[src/rtl/usb_tx_pkg.sv]
// usb_tx_pkg: shared constants for the full-speed USB transmitter
package usb_tx_pkg;
  localparam logic [2:0] IDLE    = 3'd0;
  localparam logic [2:0] SYNC    = 3'd1;
  localparam logic [2:0] DATA    = 3'd2;
  localparam logic [2:0] EOP_SE0 = 3'd3;
  localparam logic [2:0] EOP_J   = 3'd4;
  localparam logic [7:0] SYNC_PATTERN = 8'h80;
  localparam logic [2:0] STUFF_LIMIT  = 3'd6;
  localparam logic [1:0] LINE_J   = 2'b10;
  localparam logic [1:0] LINE_K   = 2'b01;
  localparam logic [1:0] LINE_SE0 = 2'b00;
endpackage

[src/rtl/usb_tx_stuff_nrzi.sv]
// usb_tx_stuff_nrzi: bit stuffer and NRZI encoder advanced once per emitted bit time
module usb_tx_stuff_nrzi
  import usb_tx_pkg::*;
(
  input  logic clk,
  input  logic reset_n,
  input  logic clear,
  input  logic emit,
  input  logic bit_in,
  input  logic bit_valid,
  output logic level,
  output logic stuff_pending
);
  logic [2:0] ones_cnt;
  logic [2:0] base_ones;
  logic       base_level;
  logic       pend;
  logic       toggle;
  // clear starts a packet from idle J with an empty run, in the same cycle as the first emit
  assign base_level = clear | level;
  assign base_ones  = clear ? 3'd0 : ones_cnt;
  assign pend       = !clear && stuff_pending;
  assign toggle     = pend || !bit_in;
  always_ff @(posedge clk or negedge reset_n) begin
    if (!reset_n) begin
      level         <= 1'b1;
      ones_cnt      <= 3'd0;
      stuff_pending <= 1'b0;
    end else if (emit && (pend || bit_valid)) begin
      level         <= toggle ? !base_level : base_level;
      ones_cnt      <= toggle ? 3'd0 : base_ones + 3'd1;
      stuff_pending <= !toggle && (base_ones + 3'd1 == STUFF_LIMIT);
    end
  end
endmodule

[src/rtl/usb_fs_tx.sv]
// usb_fs_tx: full-speed USB packet transmitter (SYNC, stuffed NRZI data, EOP)
module usb_fs_tx
  import usb_tx_pkg::*;
#(
  parameter int CLK_DIV      = 4,
  parameter int EOP_SE0_BITS = 2
) (
  input  logic       clk,
  input  logic       reset_n,
  input  logic [7:0] tx_data,
  input  logic       tx_valid,
  input  logic       tx_last,
  output logic       tx_ready,
  output logic       tx_busy,
  output logic       tx_done,
  output logic       tx_underrun,
  output logic       usb_p_tx,
  output logic       usb_n_tx,
  output logic       usb_tx_en
);
  localparam int DW = $clog2(CLK_DIV);
  logic [2:0]    state;
  logic [2:0]    bit_cnt;
  logic [DW-1:0] div_cnt;
  logic [7:0]    shreg;
  logic          last;
  logic          in_stuff;
  logic          fin;
  logic          active;
  logic          strobe;
  logic          start;
  logic          byte_end;
  logic          accept_next;
  logic          data_done;
  logic          emit;
  logic          bit_in;
  logic          bit_valid;
  logic          level;
  logic          stuff_pending;
  assign active      = state == SYNC || state == DATA;
  assign strobe      = state != IDLE && div_cnt == DW'(CLK_DIV - 1);
  assign start       = state == IDLE && tx_valid;
  assign byte_end    = state == DATA && strobe && !in_stuff && bit_cnt == 3'd7;
  assign tx_ready    = state == IDLE || (byte_end && !last);
  assign accept_next = byte_end && !last && tx_valid;
  assign tx_underrun = byte_end && !last && !tx_valid;
  assign data_done   = bit_cnt == 3'd7 && !accept_next;
  assign emit        = start || (strobe && active);
  // next raw bit to put on the line; ignored by the encoder while a stuff bit is owed
  assign bit_in = start ? SYNC_PATTERN[0] :
                  state == SYNC ? (bit_cnt == 3'd7 ? shreg[0] : SYNC_PATTERN[bit_cnt + 3'd1]) :
                  in_stuff ? shreg[bit_cnt] :
                  bit_cnt == 3'd7 ? tx_data[0] : shreg[bit_cnt + 3'd1];
  assign bit_valid = start || state == SYNC || (in_stuff ? !fin : (bit_cnt != 3'd7 || accept_next));
  assign tx_busy   = state != IDLE;
  assign usb_tx_en = tx_busy;
  assign {usb_p_tx, usb_n_tx} = active ? (level ? LINE_J : LINE_K) :
                                state == EOP_SE0 ? LINE_SE0 : LINE_J;
  usb_tx_stuff_nrzi u_stuff (
    .clk          (clk),
    .reset_n      (reset_n),
    .clear        (start),
    .emit         (emit),
    .bit_in       (bit_in),
    .bit_valid    (bit_valid),
    .level        (level),
    .stuff_pending(stuff_pending)
  );
  always_ff @(posedge clk or negedge reset_n) begin
    if (!reset_n) begin
      state    <= IDLE;
      div_cnt  <= '0;
      bit_cnt  <= 3'd0;
      shreg    <= 8'd0;
      last     <= 1'b0;
      in_stuff <= 1'b0;
      fin      <= 1'b0;
      tx_done  <= 1'b0;
    end else begin
      tx_done <= state == EOP_J && strobe;
      div_cnt <= (start || strobe) ? '0 : tx_busy ? div_cnt + DW'(1) : div_cnt;
      if (start) begin
        state    <= SYNC;
        bit_cnt  <= 3'd0;
        shreg    <= tx_data;
        last     <= tx_last;
        in_stuff <= 1'b0;
        fin      <= 1'b0;
      end else if (strobe) begin
        if (state == SYNC) begin
          bit_cnt <= bit_cnt + 3'd1;
          if (bit_cnt == 3'd7) state <= DATA;
        end else if (state == DATA) begin
          if (in_stuff) begin
            in_stuff <= 1'b0;
            if (fin) begin
              state   <= EOP_SE0;
              bit_cnt <= 3'd0;
            end
          end else begin
            // fin remembers that the data ended, so the owed stuff bit goes out before EOP
            in_stuff <= stuff_pending;
            fin      <= data_done;
            bit_cnt  <= data_done ? 3'd0 : bit_cnt + 3'd1;
            if (accept_next) begin
              shreg <= tx_data;
              last  <= tx_last;
            end
            if (data_done && !stuff_pending) state <= EOP_SE0;
          end
        end else if (state == EOP_SE0) begin
          bit_cnt <= bit_cnt + 3'd1;
          if (bit_cnt == 3'(EOP_SE0_BITS - 1)) state <= EOP_J;
        end else begin
          state <= IDLE;
        end
      end
    end
  end
endmodule

[config.mk]
export PLATFORM = sky130hd
export DESIGN_NAME = usb_fs_tx
export DESIGN_NICKNAME = d
export VERILOG_FILES = /design/src/rtl/usb_tx_pkg.sv /design/src/rtl/usb_tx_stuff_nrzi.sv /design/src/rtl/usb_fs_tx.sv
export SDC_FILE = /design/constraint.sdc
export NUM_CORES = 1
export LEC_CHECK = 0
export BUFFER_PORTS_ARGS = -buffer_cell sky130_fd_sc_hd__buf_2
export CAP_MARGIN = 20
export CORE_MARGIN = 8
export CORE_UTILIZATION = 35
export DETAILED_ROUTE_END_ITERATION = 10
export PLACE_DENSITY = 0.6
export SLEW_MARGIN = 30
export SYNTH_ARGS = -nofsm -noshare
export SYNTH_HDL_FRONTEND = slang
export SYNTH_SLANG_ARGS = --single-unit
[constraint.sdc]
create_clock -name clk -period 2.2 [get_ports clk]
set_clock_uncertainty 0.2 [all_clocks]
set_input_delay 0.33 -clock clk [delete_from_list [all_inputs] [get_ports clk]]
set_output_delay 0.33 -clock clk [all_outputs]
set_load 0.03 [all_outputs]
==> qor.csv, run 1 <==
metric,value,unit
hpwl,3290,um
via_per_inst,5.45,
power_frac_comb,68.9,%
cts_htree_levels,1,
dpl_worst_slack,-0.183,ns
synth-edff-count,0,
p_int,2.12,mW
gr-total-overflow,0,
finalWirelength,4460,um
cap_violations,0,
die-area,7080,um2
endpoint_kind,flop,
first_iter_violations,105,
tightest_slew,0.566,ns
fin_nets,233,
via_count,1444,
ys_seq_area_share,38.6,%
place.gp.congestion,0.892,
worst-setup-path-type,reg2reg,
power.total,3.65,mW
fp-row-count,24,
drc_errors,0,
cts-root-buf,clkbuf_8,
synthDistinctLibCells,50,
vdd_drop_max,776,uV
drv_slew,0,
pwr-share-clk,7.9,%
grt_pass1_wl,7150,um
holdCritPathClass,in2reg,
post_drt_wl_per_cell,16.8,um
whs,0.0777,ns
fin_crit_sh,106,%
grt_usage,12.1,%
synth_top_cell_by_area,dfrtp_1,
antenna_found_initial,0,
violations,setup timing,
setup_tns,-0.478,ns
clock_latency,0.28,ns
synth_cells,158,
final_util,51.8,%
status,"complete, but fails checks",
clock.fmax,427,MHz
dominantRegCellSynth,dfrtp_1,
antenna_left,0,
diodes,0,
rsz0062_at_grt,true,
clock_path_buffers,2,
grt_max_degree,26,
start_util,36.8,%
clk_pin_slew,0.09,ns
synth_common_cells,"dfrtp_1, nand2_1, mux2_2, nor2_1",
drive_above_1_share,50.2,%
syn_avg_cell_area,10.3,um2
synth_top_area_share,37.0,%
min_period,2.34,ns
seqPwrFrac,23.1,%
critical_path.max_fanout,4,
synth_most_common_cell,dfrtp_1,
port_buffers,18,
crit_arrival,2.33,ns
die_h,84.1,um
fp.dieW,84.1,um
worstPathRequired,2.19,ns
max_slew_margin,62.3,%
syn_area,1620,um2
async_flop_share,100,%
setup_viol,5,
tritoncts_num_sinks,25,
setup_ws,-0.141,ns
p_switching,1.53,mW
core_area,4410,um2
hold_violations,0,
num_io_pins,19,
syn_to_final_growth,40.8,%
synth-seq-cells,25,
firstDrtPassIters,4,
grt_pass1_vias,1517,
p_leak,1.02,nW
switching_share,41.9,%
startpoint_type,flop,
yosys_warnings,0,
cts_buffers,3,
synthTopCellsByArea,"dfrtp_1, mux2_2, ha_1",
syn_nets,177,
power_density,1600,nW/um2
cts_tree,yes,
-- sequential cells by signal, indices dropped and copies added, names as in the netlist --
name,cells
bit_cnt,3
div_cnt,2
fin,1
in_stuff,1
last,1
shreg,8
state,3
tx_done,1
u_stuff.level,1
u_stuff.ones_cnt,3
u_stuff.stuff_pending,1
-- stage by stage --
step / area, um2 / cells
6_report: 2290 / 265
5_1_grt: 2290 / 265
4_1_cts: 2160 / 256
3_5_place_dp: 2010 / 248
3_3_place_gp: 2010 / 248
2_1_floorplan: 1720 / 158
-- per-layer routing --
metal	part of all wire, %	vias up	routed length (um)	global-route usage, %
met5	0	-	0	0
met4	2.8	0	126	2.83
met3	5.4	15	241	3.61
met2	51	47	2260	21.8
met1	41	691	1830	13.6
li1	-	691	-	-
-- area by class of cell --
class	instances	area, um2
multi-input cells	115	1060
clock inverters	1	7.51
clock buffers	3	41.3
repair buffers	60	444
flip-flops and latches	25	629
well taps	52	65.1
inverters	9	36.3
fillers	387	2130
-- final timing paths --
kind	cells past startpoint	to	from	slack, ns
worst min-delay path	2	last	tx_last	0.08
min in group asynchronous	2	u_stuff.ones_cnt[0]	reset_n	0.37
max in group asynchronous	2	bit_cnt[1]	reset_n	1.03
worst min register to register	1	div_cnt[0]	div_cnt[0]	0.30
worst max-delay path	6	u_stuff.ones_cnt[0]	bit_cnt[0]	-0.14
worst max register to register	6	u_stuff.ones_cnt[0]	bit_cnt[0]	-0.14
-- power by group through the flow --
stage / logic [mW] / clock network (mW) / registers (mW)
finish: 2.52 / 0.290 / 0.846
global route: 2.71 / 0.323 / 0.869
CTS: 2.25 / 0.303 / 0.849
detailed placement: 2.02 / 0 / 0.860
global placement: 1.95 / 0 / 0.837
floorplan: 1.42 / 0 / 0.820
-- critical path, stage by stage, from the launching register on --
cell and delay [ns]:
dfrtp_2 0.47, ha_4 0.18, ha_4 0.24, nor4b_4 0.29, nor4_2 0.09, or4_4 0.55
o31ai_2 0.23
-- repair_timing --
action	CTS	global route
endpoints found under the hold margin	24	0
setup endpoints to repair	17	19
buffers inserted	3	9
gates resized for setup	15	13
pin swaps	4	6
hold buffers	1	0
-- kinds of logic (layout without fill, tap and decap cells) --
family / Yosys count / count (layout) / synth area share [%]
flops: 25 / 25 / 38.6
xor+xnor: 4 / 4 / 2.16
fa+ha+maj: 7 / 7 / 5.39
buf+inv: 18 / 73 / 5.32
mux: 17 / 17 / 13.6
compound gates: 33 / 33 / 14.5
simple gates: 54 / 54 / 20.4
-- cells in the final DEF (no fill, tap or decap), types with 3 or more instances in the layout --
cell type,instances
mux2_2,11
mux4_2,3
a21oi_1,4
ha_1,3
buf_6,7
nand2_1,12
nor2_1,9
nand3b_1,3
inv_1,6
nand3_1,3
nor4b_4,3
mux2i_1,3
ha_4,3
o22ai_1,4
o21ai_0,9
dfrtp_1,22
buf_4,37
buf_2,14
nor2b_1,4
clkbuf_8,3
Note: power is estimated with default switching activity, not from simulation.
==> run 2, diff against run 1 <==
Settings changed: ABC_AREA set to 1.
==> qor.csv, run 2 <==
metric,value,unit,change
n_fill_cell,426,,was 387
reg2regPathDepth,13,,was 6
setup_viol,0,,was 5
grt_usage,10.8,%,was 12.1%
fin_nets,254,,was 233
synth_cells,204,,was 158
stdcell_count,286,,was 265
synth_common_cells,"nand2_1, inv_1, dfrtp_1, nand3_1, nor2_1",,"was dfrtp_1, nand2_1, mux2_2, nor2_1"
antenna_found_initial,0,,unchanged
first_iter_violations,74,,was 105
die_h,83.4,um,was 84.1 um
synth_top_area_share,37.8,%,was 37.0%
synth_top_cell_by_area,dfrtp_1,,unchanged
grt_pass1_wl,6450,um,was 7150 um
slowest_stage,dfrtp_1,,was or4_4
fp.dieW,83.4,um,was 84.1 um
worst-setup-path-type,reg2out,,was reg2reg
endpoint_kind,output pin,,was flop
hpwl,2700,um,was 3290 um
grt_max_degree,26,,unchanged
rsz0062_at_grt,true,,unchanged
crit_arrival,1.60,ns,was 2.33 ns
mostFrequentLayoutCells,"nand2_1, inv_1, dfrtp_1",,"was buf_4, dfrtp_1, buf_2"
dominantRegCellSynth,dfrtp_1,,unchanged
setup_tns,0,ns,was -0.478 ns
largest_register_ff_count,8,,unchanged
worst-path-buf-inv,2,,was 0
fp-row-count,24,,unchanged
p_int,1.37,mW,was 2.12 mW
syn_to_final_growth,19.1,%,was 40.8%
dpl_worst_slack,0.107,ns,was -0.183 ns
crit_chain,ha_2 > ha_4 > nand2_1 > nor2_1 > nand2_1 > inv_2 > nand2_2 > nor2_2 > buf_6,,was ha_4 > ha_4 > nor4b_4 > nor4_2 > or4_4 > o31ai_2
drv_slew,0,,unchanged
clock_path_buffers,2,,unchanged
synthDistinctLibCells,35,,was 50
hold_path_depth,2,,unchanged
cts-root-buf,clkbuf_8,,unchanged
crit_top_cell,nand2_1,,was ha_4
clock.fmax,469,MHz,was 427 MHz
drc_errors,0,,unchanged
fin_crit_sh,97.0,%,was 106%
via_count,1437,,was 1444
whs,0.0819,ns,was 0.0777 ns
power_frac_comb,60.2,%,was 68.9%
synth_most_common_cell,nand2_1,,was dfrtp_1
async_flop_share,100,%,unchanged
cts_tree,yes,,unchanged
core_area,4350,um2,was 4410 um2
clock_latency,0.27,ns,was 0.28 ns
startpoint_type,flop,,unchanged
worstPathRequired,1.67,ns,was 2.19 ns
crit_end,tx_underrun,,was u_stuff.ones_cnt[0]
top_register,shreg,,unchanged
reg2reg_from,bit_cnt[0],,unchanged
cts_buffers,3,,unchanged
power_density,1430,nW/um2,was 1600 nW/um2
holdCritPathClass,in2reg,,unchanged
firstDrtPassIters,4,,unchanged
setup_ws,0.0670,ns,was -0.141 ns
num_io_pins,19,,unchanged
seqPwrFrac,29.5,%,was 23.1%
min_period,2.13,ns,was 2.34 ns
vdd_drop_max,419,uV,was 776 uV
syn_nets,223,,was 177
ff2ff_setup_slack,0.14,ns,was -0.14 ns
cts_htree_levels,1,,unchanged
tightest_slew,0.568,ns,was 0.566 ns
ys_seq_area_share,39.4,%,was 38.6%
worst_r2r_endpoint,u_stuff.level,,was u_stuff.ones_cnt[0]
p_leak,0.975,nW,was 1.02 nW
startpoint,bit_cnt[1],,was bit_cnt[0]
syn_avg_cell_area,7.80,um2,was 10.3 um2
antenna_left,0,,unchanged
syn_area,1590,um2,was 1620 um2
p_switching,1.34,mW,was 1.53 mW
status,"finished, final reports clean",,"was complete, but fails checks"
switching_share,49.4,%,was 41.9%
critPathMaxStageDelay,0.42,ns,was 0.55 ns
yosys_warnings,0,,unchanged
cap_violations,0,,unchanged
critical-path-top-delay-family,flip-flops,,was simple AND/OR/NAND/NOR gates
tritoncts_num_sinks,25,,unchanged
dp_cells,274,,was 248
synth-seq-cells,25,,unchanged
pwr-share-clk,10.3,%,was 7.9%
max_slew_margin,62.1,%,was 62.3%
via_per_inst,5.02,,was 5.45
die-area,6960,um2,was 7080 um2
diodes,0,,unchanged
post_drt_wl_per_cell,12.9,um,was 16.8 um
synth-edff-count,0,,unchanged
finalWirelength,3690,um,was 4460 um
start_util,36.5,%,was 36.8%
final_common_cell,nand2_1,,was buf_4
place.gp.congestion,0.987,,was 0.892
clk_pin_slew,0.09,ns,about the same
drive_above_1_share,28.2,%,was 50.2%
hold_violations,0,,unchanged
grt_pass1_vias,1435,,was 1517
critical_path.max_fanout,4,,unchanged
synthTopCellsByArea,"dfrtp_1, nand2_1, nand3_1",,"was dfrtp_1, mux2_2, ha_1"
gr-total-overflow,0,,unchanged
port_buffers,18,,unchanged
crit_cells,9,,was 6
## run 2: worst min-delay path by stage
stage	from	endpoint	slack [ns]
global placement	reset_n	last	0.16
detailed placement	reset_n	div_cnt[1]	0.17
global route	tx_last	last	0.09
CTS	tx_last	last	0.08
finish	tx_last	last	0.08
floorplan	reset_n	bit_cnt[0]	-0.17
## run 2: what timing repair did
item,CTS,global route
hold endpoints to repair,24,0
pin swaps,0,3
hold buffers,1,0
gates resized for setup,7,6
setup endpoints to repair,4,7
setup buffers,1,6
## run 2: through the flow
stage / util (%) / total power [mW] / cell area, um2
after global routing: 43.5 / 2.98 / 1890
after CTS: 42.1 / 2.67 / 1830
after global placement: 40.1 / 2.31 / 1740
after floorplan: - / 1.97 / 1590
after detailed placement: 40.1 / 2.32 / 1740
final: 43.5 / 2.71 / 1890
## run 2: cell type report
type | instances | area (um2) | area share (%)
inverter | 33 | 124 | 6.54
clock buffer | 4 | 45.0 | 2.38
sequential | 25 | 628 | 33.2
timing repair buffer | 29 | 188 | 9.91
tap | 52 | 65.1 | 3.43
multi-input combinational | 143 | 845 | 44.6
## run 2: cell families (layout without fill, tap and decap cells)
group,Yosys count,in the layout,synth area share (%)
AO/OA/AOI/OAI,28,28,11.4
XOR/XNOR,1,1,0.551
adder cells (fa/ha/maj),7,7,5.51
buffers and inverters,36,66,9.28
flip-flops,25,25,39.4
multiplexers,3,3,2.12
AND/OR/NAND/NOR,104,104,31.7
## run 2: power groups by stage
stage,clock [mW],sequential (mW),combinational [mW]
after global placement,0,0.798,1.51
after detailed placement,0,0.796,1.52
after CTS,0.293,0.795,1.58
after global routing,0.298,0.825,1.86
after floorplan,0,0.761,1.21
final,0.278,0.801,1.63
## run 2: routing by layer
| metal | track usage [%] | vias to the layer above | wire length [um] |
|---|---|---|---|
| met5 | 0 | - | 0 |
| met1 | 13.6 | 667 | 1700 |
| li1 | - | 723 | - |
| met3 | 2.15 | 9 | 180 |
| met4 | 6.07 | 0 | 104 |
| met2 | 16.9 | 38 | 1710 |
## run 2: worst register-to-register path, delay by kind of cell (launching register included)
family | cells | cell delay (ns)
buffers and inverters | 3 | 0.31
adder cells (fa/ha/maj) | 1 | 0.36
flip-flops | 1 | 0.37
AND/OR/NAND/NOR | 9 | 0.77
